===== src/rtl/rf_pkg.sv =====
// Shared definitions for the register-file writeback arbiter.
package rf_pkg;

    localparam int Reg_size  = 32;
    localparam int Addr_bits = 5;

    // Hard-wired zero register: writes to it are discarded.
    localparam int X0 = 0;

    typedef struct packed {
        logic                 valid;
        logic [Addr_bits-1:0] addr;
        logic [Reg_size-1:0]  data;
    } wb_req_t;

endpackage


===== src/rtl/rf_wb_arbiter_wb_fifo.sv =====
// Circular buffer of pending load writebacks.
// Each slot has a live bit that is cleared when a younger ALU write to the same
// register supersedes it. Per-slot address-match vectors feed the hazard check.
module wb_fifo
    import rf_pkg::*;
#(
    parameter int DEPTH = 2,
    parameter int AW    = 5,
    parameter int DW    = 32
) (
    input  logic                     clk,
    input  logic                     rst,
    input  logic                     push,
    input  logic [AW-1:0]            push_addr,
    input  logic [DW-1:0]            push_data,
    input  logic                     pop,
    input  logic                     squash,
    input  logic [AW-1:0]            squash_addr,
    input  logic [AW-1:0]            q_addr1,
    input  logic [AW-1:0]            q_addr2,
    output logic                     head_live,
    output logic [AW-1:0]            head_addr,
    output logic [DW-1:0]            head_data,
    output logic [$clog2(DEPTH):0]   count,
    output logic [DEPTH-1:0]         match1,
    output logic [DEPTH-1:0]         match2
);

    localparam int PW = $clog2(DEPTH);
    localparam int CW = PW + 1;

    // Small buffer read combinationally: the head must be poppable in the
    // same cycle it is granted, so a registered-read RAM does not fit here.
    logic [AW-1:0]    addr_mem [DEPTH];
    logic [DW-1:0]    data_mem [DEPTH];
    logic [DEPTH-1:0] live_reg;
    logic [DEPTH-1:0] live_next;
    logic [PW-1:0]    wr_ptr_reg;
    logic [PW-1:0]    rd_ptr_reg;
    logic [CW-1:0]    count_reg;

    assign count     = count_reg;
    assign head_live = live_reg[rd_ptr_reg];
    assign head_addr = addr_mem[rd_ptr_reg];
    assign head_data = data_mem[rd_ptr_reg];

    // Payload storage, written on push only (no reset needed).
    always_ff @(posedge clk) begin
        if (push) begin
            addr_mem[wr_ptr_reg] <= push_addr;
            data_mem[wr_ptr_reg] <= push_data;
        end
    end

    // Live bits: squash kills matching entries; an entry arriving in the
    // same cycle as a squashing ALU write is older than it, so it dies too.
    always_comb begin
        live_next = live_reg;
        for (int i = 0; i < DEPTH; i++) begin
            if (squash && (addr_mem[i] == squash_addr)) begin
                live_next[i] = 1'b0;
            end
        end
        if (pop) begin
            live_next[rd_ptr_reg] = 1'b0;
        end
        if (push) begin
            live_next[wr_ptr_reg] = !(squash && (push_addr == squash_addr));
        end
    end

    // Pointers, occupancy and live bits.
    always_ff @(posedge clk) begin
        if (rst) begin
            wr_ptr_reg <= '0;
            rd_ptr_reg <= '0;
            count_reg  <= '0;
            live_reg   <= '0;
        end else begin
            if (push) wr_ptr_reg <= wr_ptr_reg + 1'b1;
            if (pop)  rd_ptr_reg <= rd_ptr_reg + 1'b1;
            count_reg <= count_reg + CW'(push) - CW'(pop);
            live_reg  <= live_next;
        end
    end

    // Hazard match: only live (queued, not superseded) entries count.
    for (genvar gi = 0; gi < DEPTH; gi++) begin : g_match
        assign match1[gi] = live_reg[gi] && (addr_mem[gi] == q_addr1);
        assign match2[gi] = live_reg[gi] && (addr_mem[gi] == q_addr2);
    end

endmodule


===== src/rtl/rf_wb_arbiter.sv =====
// Arbitrates the single regfile write port between ALU writeback (absolute
// priority, fire-and-forget) and queued load writebacks, with RAW-hazard
// queries for decode and a starvation request to hold off the ALU.
module rf_wb_arbiter #(
    parameter int Reg_size     = rf_pkg::Reg_size,
    parameter int Addr_bits    = rf_pkg::Addr_bits,
    parameter int DEPTH        = 2,
    parameter int STARVE_LIMIT = 4
) (
    input  logic                   clk,
    input  logic                   rst,
    input  logic                   alu_valid,
    input  logic [Addr_bits-1:0]   alu_addr,
    input  logic [Reg_size-1:0]    alu_data,
    input  logic                   mem_valid,
    output logic                   mem_ready,
    input  logic [Addr_bits-1:0]   mem_addr,
    input  logic [Reg_size-1:0]    mem_data,
    output logic                   WE,
    output logic [Addr_bits-1:0]   A3,
    output logic [Reg_size-1:0]    WD,
    input  logic [Addr_bits-1:0]   q_addr1,
    input  logic [Addr_bits-1:0]   q_addr2,
    output logic                   busy1,
    output logic                   busy2,
    output logic [$clog2(DEPTH):0] pend_count,
    output logic                   stall_alu
);

    import rf_pkg::*;

    localparam int CW  = $clog2(DEPTH) + 1;
    localparam int AGW = $clog2(STARVE_LIMIT + 1);
    localparam logic [Addr_bits-1:0] ZERO_ADDR = Addr_bits'(X0);

    logic                 alu_grant;
    logic                 fifo_empty;
    logic                 fifo_pop;
    logic                 fifo_push;
    logic                 head_live;
    logic [Addr_bits-1:0] head_addr;
    logic [Reg_size-1:0]  head_data;
    logic [DEPTH-1:0]     match1;
    logic [DEPTH-1:0]     match2;

    logic                 we_reg, we_next;
    logic [Addr_bits-1:0] a3_reg, a3_next;
    logic [Reg_size-1:0]  wd_reg, wd_next;
    logic [AGW-1:0]       age_reg, age_next;
    logic                 stall_reg, stall_next;

    // ALU writes to x0 are dropped and leave the port free for the FIFO.
    assign alu_grant  = alu_valid && (alu_addr != ZERO_ADDR);
    assign fifo_empty = (pend_count == '0);
    assign fifo_pop   = !alu_grant && !fifo_empty;
    // Ready uses the registered count only, so a full FIFO never takes a push
    // even in a cycle where it is also popping.
    assign mem_ready  = !rst && (pend_count < CW'(DEPTH));
    // Loads to x0 complete the handshake but are not queued.
    assign fifo_push  = mem_valid && mem_ready && (mem_addr != ZERO_ADDR);

    wb_fifo #(
        .DEPTH (DEPTH),
        .AW    (Addr_bits),
        .DW    (Reg_size)
    ) u_fifo (
        .clk         (clk),
        .rst         (rst),
        .push        (fifo_push),
        .push_addr   (mem_addr),
        .push_data   (mem_data),
        .pop         (fifo_pop),
        .squash      (alu_grant),
        .squash_addr (alu_addr),
        .q_addr1     (q_addr1),
        .q_addr2     (q_addr2),
        .head_live   (head_live),
        .head_addr   (head_addr),
        .head_data   (head_data),
        .count       (pend_count),
        .match1      (match1),
        .match2      (match2)
    );

    // Grant selection: ALU first, else FIFO head (squashed heads write nothing).
    always_comb begin
        we_next = 1'b0;
        a3_next = a3_reg;
        wd_next = wd_reg;
        if (alu_grant) begin
            we_next = 1'b1;
            a3_next = alu_addr;
            wd_next = alu_data;
        end else if (fifo_pop) begin
            we_next = head_live;
            a3_next = head_addr;
            wd_next = head_data;
        end
    end

    // Registered regfile write port.
    always_ff @(posedge clk) begin
        if (rst) begin
            we_reg <= 1'b0;
            a3_reg <= '0;
            wd_reg <= '0;
        end else begin
            we_reg <= we_next;
            a3_reg <= a3_next;
            wd_reg <= wd_next;
        end
    end

    // Head age (saturating) and the sticky starvation request cleared by a pop.
    always_comb begin
        age_next   = age_reg;
        stall_next = stall_reg;
        if (fifo_pop || fifo_empty) begin
            age_next = '0;
        end else if (age_reg < AGW'(STARVE_LIMIT)) begin
            age_next = age_reg + 1'b1;
        end
        if (fifo_pop) begin
            stall_next = 1'b0;
        end else if (age_next >= AGW'(STARVE_LIMIT)) begin
            stall_next = 1'b1;
        end
    end

    // Age and stall state.
    always_ff @(posedge clk) begin
        if (rst) begin
            age_reg   <= '0;
            stall_reg <= 1'b0;
        end else begin
            age_reg   <= age_next;
            stall_reg <= stall_next;
        end
    end

    assign WE        = we_reg;
    assign A3        = a3_reg;
    assign WD        = wd_reg;
    assign stall_alu = stall_reg;

    // A register is busy if a live queued entry or the in-flight write targets it.
    assign busy1 = (q_addr1 != ZERO_ADDR) && ((|match1) || (we_reg && (a3_reg == q_addr1)));
    assign busy2 = (q_addr2 != ZERO_ADDR) && ((|match2) || (we_reg && (a3_reg == q_addr2)));

endmodule


===== config.mk =====
export PLATFORM = sky130hd
export DESIGN_NAME = rf_wb_arbiter
export DESIGN_NICKNAME = d
export VERILOG_FILES = /design/src/rtl/rf_pkg.sv /design/src/rtl/rf_wb_arbiter_wb_fifo.sv /design/src/rtl/rf_wb_arbiter.sv
export SDC_FILE = /design/constraint.sdc
export NUM_CORES = 1
export LEC_CHECK = 0
export ABC_AREA = 1
export BUFFER_PORTS_ARGS = -buffer_cell sky130_fd_sc_hd__clkbuf_2
export CORE_UTILIZATION = 45
export DETAILED_ROUTE_END_ITERATION = 8
export PLACE_DENSITY = 0.75
export SYNTH_ARGS = -nofsm -noshare
export SYNTH_HDL_FRONTEND = slang
export SYNTH_SLANG_ARGS = --single-unit

===== constraint.sdc =====
create_clock -name clk -period 4.1 [get_ports clk]
set_input_delay 0.82 -clock clk [delete_from_list [all_inputs] [get_ports clk]]
set_output_delay 0.82 -clock clk [all_outputs]
set_load 0.005 [all_outputs]

[Word-level counts from Yosys, hierarchy flattened]
Memory sizes are Yosys's and may differ from the RTL's. A register that Yosys moved wholly into a read port is not among the register bits.
Index checks and enable logic that the tools add are counted.
W data, S select, Z words.
Cells by class
  add/sub/neg operators: 5
  $lt $le $gt $ge: 7
  equal/unequal tests: 9
  mux-type cells: 25
  bitwise operators: 2
  reduce and logical (&&, ||, !) cells: 34
Operators with widths (number)
  $mux W32: 2
  $eq A5 B5 Y1: 9
  $reduce_bool A5 Y1: 4
  $logic_and A1 B1 Y1: 18
  $mux W1: 14
  $mux W5: 2
  $mux W3: 2
  $reduce_or A2 Y1: 3
  $logic_not A1 Y1: 4
  $lt A1 B2 Y1 const B: 2
  $mux W2: 2
  $add A3 B1 Y3 const B: 1
  $ge A3 B3 Y1 const B: 1
  $logic_or A1 B1 Y1: 3
  $lt A3 B3 Y1 const B: 1
  $add A1 B1 Y1 const B: 2
  $add A2 B1 Y2: 1
  $and A2 B2 Y2: 1
  $bwmux W2: 1
  $demux W1 S1: 2
  $ge A1 B1 Y1 const B: 2
  $logic_not A2 Y1: 1
  $lt A2 B2 Y1 const B: 1
  $not A2 Y2: 1
  other kinds (2): 2
Storage, ports and cells
  bits in registers: 48
  RAM bits: 74
  bits of input ports: 88
  output and inout port bits: 44
  word-level logic and storage cells: 93
  memories kept: 2
Memory list
  u_fifo.data_mem: depth 2, width 32, rd ports 1, clocked after memory_dff 1, wr ports 1, RTL line rf_wb_arbiter_wb_fifo.sv:35  | logic [DW-1:0] data_mem [DEPTH];
  u_fifo.addr_mem: depth 2, width 5, rd ports 3, clocked after memory_dff 1, wr ports 1, RTL line rf_wb_arbiter_wb_fifo.sv:34  | logic [AW-1:0] addr_mem [DEPTH];

[Depth between registers and ports, before layout]
  word-level depth: 9
  depth in mapped cells: 13
  depth with buffers taken out: 11

[Hierarchy]
Synthesis repeated with hierarchy kept, for this count alone.
Unflattened totals
  cell total of the unflattened synthesis: 712
  area total of the unflattened synthesis: 6264.8 sq um
By module, submodules not included
  wb_fifo: instances 1, cells each 277, area an instance 3651.0 sq um, seq. area each 2362.3 sq um
  rf_wb_arbiter: instances 1, cells each 435, area an instance 2613.8 sq um, seq. area each 840.8 sq um

[Worst setup path after synthesis]
Ideal clock, no wire load.
  kind: input port to flip-flop
  start point: input port rst
  end point: memory u_fifo.addr_mem[0][0], enable pin
  library setup time: 0.392 ns
  arrival: 2.016 ns
  required time: 3.708 ns
  path slack: 1.691 ns
  cell stages on the path: 3
  path buffers: 0
  path through: nor3b_1 -> nand3_1 -> inv_1
On the way
  longest elaborated chain between the ends: 6
Ends and longest elaborated chain
  start, declared: RTL line rf_wb_arbiter.sv:11  | input logic rst,
  $logic_not A1 Y1: RTL line rf_wb_arbiter.sv:58  | assign mem_ready = !rst && (pend_count < CW'(DEPTH));
  $logic_and A1 B1 Y1: RTL line rf_wb_arbiter.sv:58
  $logic_and A1 B1 Y1 (2 in series): RTL line rf_wb_arbiter.sv:60  | assign fifo_push = mem_valid && mem_ready && (mem_addr != ZERO_ADDR);
  $mux W1: RTL line rf_wb_arbiter_wb_fifo.sv:49  | if (push) begin
  $mux W1 (not written as such): RTL line rf_wb_arbiter_wb_fifo.sv:50  | addr_mem[wr_ptr_reg] <= push_addr;
  end, declared: RTL line rf_wb_arbiter_wb_fifo.sv:34
No other way between the ends.

[Worst setup path after layout]
  start point: input port q_addr1[2]
  end point: output port busy1
On the way
  longest elaborated chain between the ends: 5
  elaborated cells on any way between the ends: 10
  those cells by class: eq/ne: 3; reduce/logical: 7
Ends and longest elaborated chain
  start, declared: RTL line rf_wb_arbiter.sv:22  | input logic [Addr_bits-1:0] q_addr1,
  $eq A5 B5 Y1: RTL line rf_wb_arbiter_wb_fifo.sv:89  | assign match1[gi] = live_reg[gi] && (addr_mem[gi] == q_addr1);
  $logic_and A1 B1 Y1: RTL line rf_wb_arbiter_wb_fifo.sv:89
  $reduce_or A2 Y1: RTL line rf_wb_arbiter.sv:147  | assign busy1 = (q_addr1 != ZERO_ADDR) && ((|match1) || (we_reg && (a3_reg == q_addr1)));
  $logic_or A1 B1 Y1: RTL line rf_wb_arbiter.sv:147
  $logic_and A1 B1 Y1 *: RTL line rf_wb_arbiter.sv:147
  end, declared: RTL line rf_wb_arbiter.sv:24  | output logic busy1,
Every way passes the cells marked *; elsewhere a longest branch is shown, timed or not.

==> results.md <==
- The flow ran to the end, and the final reports show no timing, DRC or antenna violations.
- The setup violation total in the final timing report is 0.
- The post-synthesis area per instance is 9.84 sq um.
- The aggregate global-route resource usage is 0.216.
- For the worst setup path, the data arrival time is 1.71 ns.
- The minimum setup slack among reg-to-reg paths is 1.88 ns.
- The CTS tree is yes.
- The post-place setup slack is 1.24 ns.
- VDD sags by at most 0.350 mV.
- The final wirelength is 13,000 microns.
- The H-tree level count is 4.
- For this design the ratio of total power to cell area is 540 nW/um^2.
- Counting flops and latches in the post-synthesis netlist gives 123.
- Setup repair after global routing left no endpoint under its margin.
- The portion of synthesized cell area occupied by the leading cell type is 0.397.
- The static leakage is 2.94 nW.
- Global routing finished with a remaining overflow of 0.
- After detailed routing, the average wire length per cell comes to ~15 microns.
- The hold buffer count at cts is 0.
- The area growth from synthesis to layout is 22.8%.
- The core box area is 12,100 sq um.
- The area occupied by multi-input gates is a little under 2000 sq um.
- From left edge to right edge, the die measures 114 microns.
- Counting tap cells, the placed design contains a total of around 850 instances.
- The floorplan die height is 114 microns.
- The register with the most flip-flops is u_fifo.data_mem.
- The finished layout holds roughly 880 standard cells, fillers aside.
- Along the worst hold path, the cell count comes to 2.
- Synthesis instantiated 34 different standard cells from the library.
- The initialized floorplan defines 40 standard-cell rows.
- Of the total power, combinational logic draws 0.213.
- The number of cells on the worst reg-to-reg path is 4.
- Based on the critical path, the design can be clocked at up to slightly below 400 MHz.
- The die covers about 13,000 sq um.
- In this run the count of I/O pins placed on the die edge is 132.
- The mean number of vias per cell is around 5.0.
- By area the synthesized netlist is led by edfxtp_1 40%, dfxtp_1 18%, nand2_1 7.2%.
- The utilization of the core after routing is 0.570.
- The count of buffers added on input and output ports is 131.
- The endpoint type of the worst setup path is a primary output.
- Of the total power, the share spent switching nets is 0.294.
- At the pin with the least slew margin, the transition time is 0.887 ns.
- The number of instances resized during post-cts repair is 0.
- The required time of the worst setup path is around 3.3 ns.
- The buffer cell driving the clock tree root is clkbuf_16.
- The reported net switching power is 1.09 mW.
- Of the cells placed in the final design, the portion with a size suffix greater than 1 is 0.314.
- The number of remaining DRC errors is 0.
- The critical path class is input pin to primary output.
- In this run the critical register-to-register path is captured at u_fifo.data_mem[0][11].
- The detail route stage leaves a number of antenna-violating nets equal to 0.
- In this run the deepest clock path goes through 2 buffers.
- The hold violation total from the final report is 0.
- The post-synth net total is 660.
- The number of global-route vias before repair is 4,255.
- Of the total power, the clock network draws 0.357.
- The area of all sequential standard cells is 3200 sq um.
- The initial utilization of the core area, before any placement, comes to 0.464.
- The filler cell count in the final layout is 1,048.
- The sequential power share is 0.431.
- The detailed router placed ~4,400 vias in this run.
- The number of warnings reported in the yosys synthesis log is 0.
- The internal power consumption is 2.62 mW.
- The final net count is 791.
- The initial antenna violation count is 0.
- The first detailed-routing pass took 4 iterations.
- The path with the worst hold slack has its endpoint at u_fifo.wr_ptr_reg.
- 0 antenna diodes ended up in the layout.
- The total negative setup slack is 0 ns.
- Across the routed clock network, the largest skew measured is 0.00611 ns.
- The worst-case setup margin in the final layout is 1.57 ns.
- In this run the tightest slew margin relative to its limit is 0.409.
- Counting every sink on the clock net gives around 120.
- In the synthesized netlist the dominant register cell turns out to be edfxtp_1.
- The post-synthesis sequential area ratio is 0.572.
- The maximum net fanout on the critical path is 4.
- The last weighted congestion value of the routability-driven placer is between 0.8 and 0.9.
- The library cell occupying the most area in the post-synthesis netlist is edfxtp_1.
- In this run the critical register-to-register path is launched from u_fifo.count[1].
- The final critical path time including I/O delays and setup is ~2.5 ns.
- Entering global routing, the biggest net connects 43 pins.
- The max-cap violation count is 0.
- Counting flops with a built-in enable in the synthesized netlist gives 74.
- The number of standard cells after synthesis is 569.
- The wire-length estimate of the detail-placed layout is 9210 microns.
- The tightest min-delay check is of the register to register type.
- The number of clock buffers inserted by TritonCTS is 17.
- The async set-or-reset flop fraction in the synthesized netlist is 0.
- The count of buffers added by post-CTS timing repair for setup is 0.
- The final count of pins violating max slew is 0.
- The register with the most flip-flops in the layout has 64 of them.
- The clock latency at the later pin of the worst-skew pair is 0.41 ns.
- The worst setup path is launched from an input pin.
- The violation count after the first detailed-routing iteration is 246.
- The first global-routing pass estimated between 20,000 and 25,000 microns of wire.
- Dividing the final minimum period by the clock period gives 0.617.
- The netlist area before placement is 5600 sq um.
- The startpoint identified for the worst hold timing path is u_fifo.wr_ptr_reg.
- After clock tree synthesis, the clock-pin slew on the worst setup and hold paths is 0.05 ns.
-- through the flow --
| step | area (sq um) | total power [mW] | hold WS (ns) |
|---|---|---|---|
| final | 6880 | 3.71 | 0.484 |
| after global routing | 6880 | 3.90 | 0.510 |
| after CTS | 6880 | 3.75 | 0.489 |
| after detailed placement | 6360 | 2.42 | 0.481 |
| after global placement | 6360 | 2.39 | 0.463 |
| after floorplan | 5600 | 2.16 | 0.442 |
-- worst max-delay path: stages --
cell and delay (ns):
clkbuf_2 0.13, inv_1 0.08, nand2_1 0.06, o21ai_0 0.09
a21oi_1 0.14, nand3_1 0.10, nand3_1 0.09, nand2_1 0.06
inv_1 0.05, clkbuf_2 0.10
-- layout by cell type, fill, tap and decap left out, types with 12 or more instances in the layout --
cell,n
clkbuf_2,131
nand2_1,107
edfxtp_1,74
inv_1,67
dfxtp_1,48
nor2_1,43
mux2_2,32
a21oi_1,29
nand3_1,26
o21ai_0,26
clkbuf_16,17
xor2_1,15
o22ai_1,13
nor2_2,12
-- cells by family (layout without fill, tap and decap cells) --
family / count (synthesis) / after routing / synth area share
AO/OA/AOI/OAI: 97 / 97 / 0.0985
XOR/XNOR: 19 / 19 / 0.0297
adder cells (fa/ha/maj): 3 / 3 / 0.00670
buffers and inverters: 96 / 240 / 0.0748
flip-flops: 123 / 123 / 0.572
multiplexers: 33 / 33 / 0.0661
AND/OR/NAND/NOR: 198 / 198 / 0.152
-- how the worst max path moves through the flow --
stage,startpoint,end,slack (ns)
2_1_floorplan,rst,u_fifo.addr_mem[0][0],1.69
3_3_place_gp,mem_addr[2],u_fifo.data_mem[0][4],1.32
3_5_place_dp,mem_addr[2],u_fifo.data_mem[0][4],1.24
4_1_cts,q_addr1[2],busy1,1.57
5_1_grt,q_addr1[0],busy1,1.44
6_report,q_addr1[2],busy1,1.57
-- layer usage --
layer	part of all wire	GRT usage	up-vias
met5	0	0	-
met1	0.44	0.265	2030
li1	-	-	2164
met4	0.018	0.0965	0
met3	0.069	0.0627	23
met2	0.47	0.355	151
-- Yosys cell counts (2+ instances only) --
| cell | n |
|---|---|
| a21oi_1 | 29 |
| a21oi_2 | 10 |
| a31oi_1 | 8 |
| buf_2 | 12 |
| buf_6 | 3 |
| clkbuf_1 | 5 |
| dfxtp_1 | 49 |
| edfxtp_1 | 74 |
| ha_1 | 3 |
| inv_1 | 69 |
| inv_2 | 2 |
| mux2_2 | 32 |
| nand2_1 | 107 |
| nand2_4 | 2 |
| nand3_1 | 26 |
| nor2_1 | 43 |
| nor2_2 | 12 |
| nor2_4 | 2 |
| nor3_1 | 3 |
| o21ai_0 | 26 |
| o21ai_1 | 10 |
| o22ai_1 | 13 |
| xnor2_1 | 4 |
| xor2_1 | 15 |
-- power by group through the flow --
| stage | clock [mW] | combinational (mW) | sequential (mW) |
|---|---|---|---|
| 6_report | 1.33 | 0.789 | 1.60 |
| 5_1_grt | 1.40 | 0.880 | 1.62 |
| 4_1_cts | 1.35 | 0.799 | 1.60 |
| 3_5_place_dp | 0 | 0.792 | 1.63 |
| 3_3_place_gp | 0 | 0.768 | 1.62 |
| 2_1_floorplan | 0 | 0.601 | 1.56 |
-- final cells by class --
type / count / area share
sequential: 123 / 0.466
multi-input combinational: 350 / 0.288
timing repair buffer: 136 / 0.101
clock buffer: 22 / 0.0646
inverter: 72 / 0.0393
tap: 168 / 0.0306
clock inverter: 10 / 0.0115
Power figures use the tool's default switching activity.
